--- src/rtl/minirisc_pkg.sv ---
// Shared MiniRISC decode definitions: instruction field positions, opcode
// class codes, immediate-select encoding and the skid-buffer state type.
package minirisc_pkg;

   localparam int OPCODE_W  = 6;

   localparam int OP_MSB    = 31;
   localparam int OP_LSB    = 26;
   localparam int RS_MSB    = 25;
   localparam int RS_LSB    = 21;
   localparam int RT_MSB    = 20;
   localparam int RT_LSB    = 16;
   localparam int SHAMT_MSB = 15;
   localparam int SHAMT_LSB = 11;
   localparam int FUNC_MSB  = 4;
   localparam int FUNC_LSB  = 0;
   localparam int IMM16_MSB = 15;
   localparam int IMM22_MSB = 21;
   localparam int IMM26_MSB = 25;

   // Instruction class, taken from the top two opcode bits
   localparam logic [1:0] CLASS_R   = 2'b00;
   localparam logic [1:0] CLASS_I16 = 2'b01;
   localparam logic [1:0] CLASS_I22 = 2'b10;
   localparam logic [1:0] CLASS_J   = 2'b11;

   typedef enum logic [1:0] {
      IMM_NONE = 2'b00,
      IMM16    = 2'b01,
      IMM22    = 2'b10,
      IMM28    = 2'b11
   } imm_sel_t;

   // Encoded as {head valid, skid valid}
   typedef enum logic [1:0] {
      BUF_EMPTY = 2'b00,
      BUF_ONE   = 2'b10,
      BUF_FULL  = 2'b11
   } buf_state_e;

   function automatic imm_sel_t immSelOf(input logic [1:0] opClass);
      imm_sel_t sel;
      case (opClass)
         CLASS_R:   sel = IMM_NONE;
         CLASS_I16: sel = IMM16;
         CLASS_I22: sel = IMM22;
         default:   sel = IMM28;
      endcase
      return sel;
   endfunction

endpackage

--- src/rtl/skid_buf_2.sv ---
// Generic 2-entry valid/ready skid buffer: head register H feeds the output,
// skid register S absorbs one word of backpressure so inReady_o is registered.
module skid_buf_2
   import minirisc_pkg::*;
#(
   parameter int W = 64
) (
   input  logic         clk_i,
   input  logic         rst_ni,
   input  logic         flush_i,
   input  logic         inValid_i,
   output logic         inReady_o,
   input  logic [W-1:0] inData_i,
   output logic         outValid_o,
   input  logic         outReady_i,
   output logic [W-1:0] outData_o
);

   buf_state_e state_q, state_d;
   logic [W-1:0] head_q;
   logic [W-1:0] skid_q;
   logic         headValid;
   logic         skidValid;
   logic         accept;
   logic         pop;
   logic         headLoad;
   logic         headFromSkid;
   logic         skidLoad;

   assign headValid  = (state_q == BUF_ONE) || (state_q == BUF_FULL);
   assign skidValid  = (state_q == BUF_FULL);
   assign inReady_o  = !skidValid;
   assign outValid_o = headValid;
   assign outData_o  = head_q;
   assign accept     = inValid_i && !skidValid;
   assign pop        = headValid && outReady_i;

   always_ff @(posedge clk_i or negedge rst_ni) begin
      if (!rst_ni) begin
         state_q <= BUF_EMPTY;
      end else begin
         state_q <= state_d;
      end
   end

   // Flush wins over everything and leaves the payload registers untouched
   always_comb begin
      state_d      = state_q;
      headLoad     = 1'b0;
      headFromSkid = 1'b0;
      skidLoad     = 1'b0;
      if (flush_i) begin
         state_d = BUF_EMPTY;
      end else begin
         case (state_q)
            BUF_EMPTY: begin
               if (accept) begin
                  headLoad = 1'b1;
                  state_d  = BUF_ONE;
               end
            end
            BUF_ONE: begin
               if (accept && pop) begin
                  headLoad = 1'b1;
               end else if (accept) begin
                  skidLoad = 1'b1;
                  state_d  = BUF_FULL;
               end else if (pop) begin
                  state_d = BUF_EMPTY;
               end
            end
            BUF_FULL: begin
               if (pop) begin
                  headFromSkid = 1'b1;
                  state_d      = BUF_ONE;
               end
            end
            default: state_d = BUF_EMPTY;
         endcase
      end
   end

   always_ff @(posedge clk_i or negedge rst_ni) begin
      if (!rst_ni) begin
         head_q <= '0;
         skid_q <= '0;
      end else begin
         if (headLoad) begin
            head_q <= inData_i;
         end else if (headFromSkid) begin
            head_q <= skid_q;
         end
         if (skidLoad) begin
            skid_q <= inData_i;
         end
      end
   end

endmodule

--- src/rtl/instr_field_decode.sv ---
// IF/ID field-extraction stage: buffers {pc, instr} in a 2-entry skid buffer
// and slices the head entry. Define DECODE_STATS_EN to add event counters.
module instr_field_decode
   import minirisc_pkg::*;
#(
   parameter int PC_W = 32,
   parameter int OP_W = OPCODE_W
) (
   input  logic            clk,
   input  logic            rst_n,
   input  logic            flush,
   input  logic            in_valid,
   output logic            in_ready,
   input  logic [31:0]     in_instr,
   input  logic [PC_W-1:0] in_pc,
   output logic            out_valid,
   input  logic            out_ready,
   output logic [PC_W-1:0] out_pc,
   output logic [OP_W-1:0] out_op,
   output logic [4:0]      out_rs,
   output logic [4:0]      out_rt,
   output logic [4:0]      out_shamt,
   output logic [4:0]      out_func,
   output logic [15:0]     out_imm16,
   output logic [21:0]     out_imm22,
   output logic [27:0]     out_imm28,
   output logic [1:0]      out_imm_sel
`ifdef DECODE_STATS_EN
   ,
   output logic [31:0]     stat_decoded,
   output logic [31:0]     stat_flushed,
   output logic [31:0]     stat_stall
`endif
);

   localparam int DATA_W = PC_W + 32;

   logic [DATA_W-1:0] headData;
   logic [31:0]       headInstr;

   skid_buf_2 #(
      .W (DATA_W)
   ) u_skid_buf (
      .clk_i      (clk),
      .rst_ni     (rst_n),
      .flush_i    (flush),
      .inValid_i  (in_valid),
      .inReady_o  (in_ready),
      .inData_i   ({in_pc, in_instr}),
      .outValid_o (out_valid),
      .outReady_i (out_ready),
      .outData_o  (headData)
   );

   assign headInstr   = headData[31:0];
   assign out_pc      = headData[DATA_W-1:32];
   assign out_op      = headInstr[OP_MSB:OP_LSB];
   assign out_rs      = headInstr[RS_MSB:RS_LSB];
   assign out_rt      = headInstr[RT_MSB:RT_LSB];
   assign out_shamt   = headInstr[SHAMT_MSB:SHAMT_LSB];
   assign out_func    = headInstr[FUNC_MSB:FUNC_LSB];
   assign out_imm16   = headInstr[IMM16_MSB:0];
   assign out_imm22   = headInstr[IMM22_MSB:0];
   assign out_imm28   = {headInstr[IMM26_MSB:0], 2'b00};
   assign out_imm_sel = immSelOf(headInstr[OP_MSB -: 2]);

`ifdef DECODE_STATS_EN
   logic [31:0] statDecoded_q;
   logic [31:0] statFlushed_q;
   logic [31:0] statStall_q;
   logic [1:0]  heldCount;

   // out_valid mirrors H.valid and !in_ready mirrors S.valid
   assign heldCount    = {1'b0, out_valid} + {1'b0, !in_ready};
   assign stat_decoded = statDecoded_q;
   assign stat_flushed = statFlushed_q;
   assign stat_stall   = statStall_q;

   always_ff @(posedge clk or negedge rst_n) begin
      if (!rst_n) begin
         statDecoded_q <= '0;
         statFlushed_q <= '0;
         statStall_q   <= '0;
      end else begin
         if (!flush && out_valid && out_ready) begin
            statDecoded_q <= statDecoded_q + 32'd1;
         end
         if (flush) begin
            statFlushed_q <= statFlushed_q + {30'd0, heldCount};
         end
         if (out_valid && !out_ready) begin
            statStall_q <= statStall_q + 32'd1;
         end
      end
   end
`endif

endmodule
--- config.mk ---
export PLATFORM = sky130hd
export DESIGN_NAME = instr_field_decode
export DESIGN_NICKNAME = d
export VERILOG_FILES = /design/src/rtl/minirisc_pkg.sv /design/src/rtl/skid_buf_2.sv /design/src/rtl/instr_field_decode.sv
export SDC_FILE = /design/constraint.sdc
export NUM_CORES = 1
export LEC_CHECK = 0
export BUFFER_PORTS_ARGS = -buffer_cell sky130_fd_sc_hd__buf_2
export CORE_ASPECT_RATIO = 1.2
export CORE_MARGIN = 2
export CORE_UTILIZATION = 30
export CTS_CLUSTER_DIAMETER = 40
export DETAILED_ROUTE_END_ITERATION = 16
export PLACE_DENSITY = 0.63
export SKIP_LAST_GASP = 1
export SLEW_MARGIN = 20
export SYNTH_ARGS = -nofsm -noshare
export SYNTH_HDL_FRONTEND = slang
export SYNTH_HIERARCHICAL = 1
export SYNTH_SLANG_ARGS = --single-unit
--- constraint.sdc ---
create_clock -name clk -period 2.8 [get_ports clk]
set_clock_uncertainty 0.15 [all_clocks]
set_input_delay 0.28 -clock clk [delete_from_list [all_inputs] [get_ports clk]]
set_output_delay 0.28 -clock clk [all_outputs]
set_load 0.01 [all_outputs]
; ---- Word-level counts from Yosys, hierarchy flattened
; Cells that the tools add are included.
[op_classes]
n_div = 0
magnitude_cmp = 0
n_reduce_logical = 9
n_addsub = 0
shifts = 0
muxes = 20
multipliers = 0
n_eq_ne = 8
n_bitwise = 0
[op_table]
columns = cell, n
row1 = $mux W64, 2
row2 = $mux W2, 6
row3 = $pmux W2 S3, 2
row4 = $mux W1, 9
row5 = $eq A2 B2 Y1 const B, 3
row6 = $ne A3 B3 Y1 const B, 2
row7 = $logic_not A2 Y1, 2
row8 = $ne A4 B2 Y1 const B, 1
row9 = $reduce_and A4 Y1, 1
row10 = $logic_and A1 B1 Y1, 3
row11 = $ne A3 B2 Y1 const B, 1
row12 = $eq A2 B1 Y1 const B, 1
row13 = $pmux W1 S2, 1
row14 = $reduce_bool A2 Y1, 1
row15 = $logic_not A1 Y1, 1
row16 = $logic_or A1 B1 Y1, 1
[word_totals]
reg_bits = 130
latch_bits = 0
word_cells = 40
output_inout_bits = 128
ram_bits = 0
in_bits = 69
mem_count = 0
mem_bits_ro = 0

; ---- Logic depth before layout (Yosys ltp)
[logic_depth]
word_depth = 8
ltp_mapped = 9
mapped_depth_nobuf = 6

; ---- By module
; Netlist, hierarchy kept.
[modules_own_cells]
columns = mod, instances, seq_area_each_um2, area_per_inst_um2, cells_per_inst
row1 = skid_buf_2, 1, 3253.1, 5858.1, 445
row2 = instr_field_decode, 1, 0.0, 461.7, 63

; ---- Least setup slack after synthesis
; No wires, ideal clock.
[synth_timing]
path_type = reg2reg
from = register u_skid_buf.state_q[0]
to = register u_skid_buf.skid_q[10]
period_less_slack_ns = 2.027
stages_incl_launch_ff = 8
path_slack_ns = 0.773
arrival_ns = 1.752
cell_sequence = dfrtp_1 ha_1 inv_2 nand3_2 or3_1 buf_6 buf_12 mux2_4
[synth_via]
elab_chain_len = 7
[synth_lines]
columns = item, line
row1 = from (decl), skid_buf_2.sv:19  ; buf_state_e state_q, state_d;
row2 = from (signal assigned), skid_buf_2.sv:42  ; state_q <= state_d;
row3 = $eq A2 B2 Y1 *, skid_buf_2.sv:31  ; assign skidValid = (state_q == BUF_FULL);
row4 = $logic_not A1 Y1 *, n/a
row5 = via in_ready, instr_field_decode.sv:13  ; output logic in_ready,
row6 = $logic_and A1 B1 Y1 *, skid_buf_2.sv:35  ; assign accept = inValid_i && !skidValid;
row7 = $mux W1 or $logic_and A1 B1 Y1 (tied branches), "skid_buf_2.sv:65, skid_buf_2.sv:63"
row8 = $mux W1 *, skid_buf_2.sv:63  ; if (accept && pop) begin
row9 = $mux W1 *, skid_buf_2.sv:55  ; case (state_q)
row10 = $mux W1 *, skid_buf_2.sv:52  ; if (flush_i) begin
row11 = to (signal assigned), skid_buf_2.sv:94  ; skid_q <= inData_i;
row12 = to (decl), skid_buf_2.sv:21  ; logic [W-1:0] skid_q;
; Mark *: on every way through the listed nets, which the timed path passes. The rest lies on a longest branch.
; A chain may end at the register's enable or synchronous reset.

; ---- Final worst setup path
[layout_timing]
from = register u_skid_buf.state_q[0]
to = register u_skid_buf.skid_q[45]
[layout_via]
elab_chain_len = 7
[layout_lines]
columns = item, line
row1 = "$eq A2 B2 Y1, on equally long branches", "skid_buf_2.sv:30, skid_buf_2.sv:31, skid_buf_2.sv:55"
row2 = $logic_not A1 Y1 or $logic_or A1 B1 Y1 (tied branches), "skid_buf_2.sv:35, skid_buf_2.sv:30"
row3 = "$logic_and A1 B1 Y1, on equally long branches", "skid_buf_2.sv:35, skid_buf_2.sv:36"
row4 = $mux W1 or $logic_and A1 B1 Y1 (tied branches), "skid_buf_2.sv:65, skid_buf_2.sv:63"
row5 = $mux W1, skid_buf_2.sv:63
row6 = $mux W1 *, skid_buf_2.sv:55
row7 = $mux W1 *, skid_buf_2.sv:52
; Every way passes the cells marked *; elsewhere a longest branch is shown, timed or not.

==> Flow_metrics.wiki <==
{| class="wikitable"
! Metric !! Value
|-
| Run status || complete, no violations
|-
| Total number of yosys warnings || 6
|-
| Routed wirelength normalized by instance count || 13.36 um
|-
| X dimension of the die || 136.5 um
|-
| Share of power burned in the clock network || 0.282
|-
| Startpoint kind of the worst setup timing path || register
|-
| H-tree lvl count || 4
|-
| Detailed-routing iteration count for the pre-antenna-repair pass || 4
|-
| Final worst path period share || 0.8395
|-
| Final Max Tran Viols || 0
|-
| Number of enable-type register cells in the synthesized netlist || 0
|-
| Via total after detailed routing || 4265
|-
| Switching Share || 0.3078
|-
| Top fanout value on the critical path || 23
|-
| Required arrival time at the worst endpoint || 2940 ps
|-
| Post-Route WL || 13.20 mm
|-
| Clock tree buffer depth || 2
|-
| TritonCTS clock tree || yes
|-
| Ant diodes || 0
|-
| Logic depth of the worst register-to-register path || 6
|-
| Root buffer selected by CTS || sky130_fd_sc_hd__clkbuf_16
|-
| Clock latency at the later pin of the worst-skew pair || 410 ps
|-
| Placer congestion estimate || 0.7610
|-
| Summed instance area of the synthesized netlist || 6320 um2
|-
| Crit-path slowest cell || sky130_fd_sc_hd__or3_4
|-
| Top flip-flop cell by instance count after synthesis || sky130_fd_sc_hd__dfrtp_1
|-
| Hold_ws || 74.15 ps
|-
| Initial antenna violation count || 0
|-
| Number of clock sinks seen by CTS || 130
|-
| Drt initial violations || 176
|-
| Flip-flop and latch count after synthesis || 130
|-
| All-Layer GR Usage || 0.1226
|-
| Core outline area || 20830 um2
|-
| TritonCTS buffer count || 17
|-
| Final #Nets || 779
|-
| Vias in the first global route || 4205
|-
| Sequential Power Share || 0.417
|-
| CP peak stage delay || 540 ps
|-
| Classification of the worst setup path || reg -> reg
|-
| Post-synthesis sequential area ratio || 0.5147
|-
| Syn-to-layout area delta || 31.40%
|-
| Share of final-layout standard cells stronger than drive strength 1 || 0.4206
|-
| Worst hold path class || in -> reg
|-
| Launch point of the worst reg-to-reg path || u_skid_buf/state_q[0]$_DFFE_PN0P_
|-
| Logic gate share of total power || 0.301
|-
| Global route total overflow || 0
|-
| CP Capture Point || u_skid_buf/skid_q[45]$_DFFE_PN0P_
|-
| Final total negative setup slack || 0 ps
|-
| WP depth || 6
|-
| Endpoints failing setup || 0
|-
| Distinct cell type count of the synthesized netlist || 32
|-
| Cell family with most CP delay || simple AND/OR/NAND/NOR gates
|-
| Std-Cell Rows || 58
|-
| Capture point of the worst reg-to-reg path || u_skid_buf/skid_q[45]$_DFFE_PN0P_
|-
| Endpoint kind of the worst setup timing path || register
|-
| Share of synthesized flip-flops with an asynchronous set or reset || 1.000
|-
| FF-to-FF setup slack || 450 ps
|-
| Reported max-cap violation count || 0
|-
| Height of the chip || 163.0 um
|-
| Unrepaired setup endpoints after global routing || false
|-
| Number of inserted filler cells in the final layout || 1977
|-
| Resized cells post-CTS || 0
|-
| Data arrival time at the worst-slack endpoint || 2490 ps
|-
| Total DRC errors in the routed layout || 0
|-
| Post-Synthesis Mean Instance Area || 12.44 um2
|-
| Count of mapped cells out of synthesis || 508
|-
| Global-route wire length before repair || 21.41 mm
|-
| Buffers on Ports || 194
|-
| P_int || 5156 uW
|-
| Worst Path Buf+Inv || 2
|-
| Cells traversed along the worst timing path || inv_1 -> ha_1 -> nand3_2 -> or3_4 -> buf_12 -> mux2_4
|-
| Startpoint of the most critical setup path || u_skid_buf/state_q[0]$_DFFE_PN0P_
|-
| Number of failing hold endpoints at the final stage || 0
|-
| Clock edge transition at the registers on the reported setup and hold paths || 60 ps
|-
| Initial core utilization || 0.3034
|-
| Die outline area || 22250 um2
|-
| Post-DP HPWL || 8.456 mm
|-
| Fin crit period || 2351 ps
|-
| Maximum clock frequency || 425.4 MHz
|-
| Power per standard cell area || 896.9 nW/um2
|-
| Remaining antenna violation count after routing || 0
|-
| Peak ir drop on the vdd network || 399.8 uV
|-
| Pin count of the biggest net entering global routing || 75
|-
| Count of pins on the block boundary || 197
|-
| Pleak || 0.004547 uW
|-
| Net Sw Power || 2292 uW
|-
| Per-cell via count in the routed design || 4.317
|-
| Worst Min Path Start || in_valid
|}
[how the worst min path moves through the flow]
stage,to,cells past startpoint
3_5_place_dp,u_skid_buf/outData_o[28]$_DFFE_PN0P_,1
5_1_grt,u_skid_buf/state_q[0]$_DFFE_PN0P_,3
3_3_place_gp,u_skid_buf/outData_o[28]$_DFFE_PN0P_,1
2_1_floorplan,u_skid_buf/outData_o[0]$_DFFE_PN0P_,0
6_report,u_skid_buf/state_q[0]$_DFFE_PN0P_,3
4_1_cts,u_skid_buf/state_q[0]$_DFFE_PN0P_,3
[cell type report]
type / count / area [um2] / area share
flip-flops and latches: 130 / 3253 / 0.3917
multi-input cells: 285 / 2376 / 0.2861
repair buffers: 267 / 1763 / 0.2123
clock buffers: 17 / 425.4 / 0.05123
well taps: 270 / 337.8 / 0.04068
clock inverters: 15 / 133.9 / 0.01612
inverters: 4 / 15.01 / 0.001808
[placed cells by master (no fill, tap or decap), types with 2 or more instances in the layout]
master,n
sky130_fd_sc_hd__buf_4,2
sky130_fd_sc_hd__clkinv_4,5
sky130_fd_sc_hd__inv_6,4
sky130_fd_sc_hd__mux2_4,60
sky130_fd_sc_hd__mux2i_1,64
sky130_fd_sc_hd__o21ai_1,2
sky130_fd_sc_hd__o21ai_0,64
sky130_fd_sc_hd__mux2_2,4
sky130_fd_sc_hd__buf_2,193
sky130_fd_sc_hd__dlygate4sd3_1,65
sky130_fd_sc_hd__buf_12,6
sky130_fd_sc_hd__dfrtp_1,130
sky130_fd_sc_hd__clkbuf_16,17
sky130_fd_sc_hd__nand2_1,64
sky130_fd_sc_hd__nor2_1,5
sky130_fd_sc_hd__inv_1,3
sky130_fd_sc_hd__conb_1,2
sky130_fd_sc_hd__clkinv_2,5
sky130_fd_sc_hd__ha_1,5
[power by group through the flow]
stage / sequential [uW] / clock, uW / combinational, uW
4_1_cts: 3110 / 2170 / 2270
3_5_place_dp: 3120 / 0 / 2200
3_3_place_gp: 3120 / 0 / 2150
2_1_floorplan: 3180 / 0 / 1610
6_report: 3100 / 2100 / 2250
5_1_grt: 3220 / 2260 / 2470
[routing by layer]
metal  up-vias  GRT usage  routed length (um)
li1       2066          -                   -
met1      2067     0.1546                6014
met2       126     0.2020                6440
met3         6    0.03704                 627
met4         0    0.03551                 115
met5         -          0                   0
[per-stage QoR]
| step | instances | util | worst slack, ps | instance area, um2 | power, uW |
|---|---|---|---|---|---|
| 6_report | 988 | 0.3987 | 449.5 | 8304 | 7448 |
| 5_1_grt | 988 | 0.3987 | 334.6 | 8304 | 7948 |
| 4_1_cts | 988 | 0.3987 | 442.7 | 8304 | 7546 |
| 3_5_place_dp | 891 | 0.3406 | 449.7 | 7094 | 5322 |
| 3_3_place_gp | 891 | 0.3406 | 503.5 | 7094 | 5266 |
| 2_1_floorplan | 509 | - | 773.0 | 6324 | 4795 |
[registers in the layout, summed over array words and instances (netlist names)]
signal	cells
u_skid_buf/outData_o	64
u_skid_buf/skid_q	64
u_skid_buf/state_q	2
[what timing repair did]
item	4_1_cts	5_1_grt
hold endpoints to repair	180	0
hold buffers	65	0
buffers inserted	0	0
[cell families (layout without fill, tap and decap cells)]
| family | count (synthesis) | after routing | share of synthesized area |
|---|---|---|---|
| and+or+nand+nor | 77 | 77 | 0.05108 |
| AOI/OAI and AO/OA | 73 | 73 | 0.06058 |
| muxes | 128 | 128 | 0.2510 |
| DFF | 130 | 130 | 0.5147 |
| adders and majority gates | 5 | 5 | 0.009899 |
| buffers and inverters | 94 | 303 | 0.1121 |
| other | 1 | 2 | 0.0005934 |
[worst min-delay path, delay by kind of cell]
| kind | cells | cell delay, ps |
|---|---|---|
| buffers and inverters | 1 | 130 |
| and+or+nand+nor | 1 | 90 |
| AOI/OAI and AO/OA | 1 | 70 |
[synth_stat cells, types with 2 or more instances]
| library cell | count | share of area |
|---|---|---|
| sky130_fd_sc_hd__buf_4 | 64 | 0.076 |
| sky130_fd_sc_hd__mux2_4 | 60 | 0.14 |
| sky130_fd_sc_hd__dfrtp_1 | 130 | 0.51 |
| sky130_fd_sc_hd__inv_1 | 3 | 0.0018 |
| sky130_fd_sc_hd__buf_12 | 6 | 0.019 |
| sky130_fd_sc_hd__o21ai_1 | 2 | 0.0016 |
| sky130_fd_sc_hd__clkbuf_1 | 11 | 0.0065 |
| sky130_fd_sc_hd__o21ai_0 | 64 | 0.051 |
| sky130_fd_sc_hd__ha_1 | 5 | 0.0099 |
| sky130_fd_sc_hd__buf_2 | 8 | 0.0063 |
| sky130_fd_sc_hd__mux2_2 | 4 | 0.0071 |
| sky130_fd_sc_hd__mux2i_1 | 64 | 0.10 |
| sky130_fd_sc_hd__nand2_1 | 64 | 0.038 |
| sky130_fd_sc_hd__nor2_1 | 5 | 0.0030 |
(Power assumes the default switching activity.)
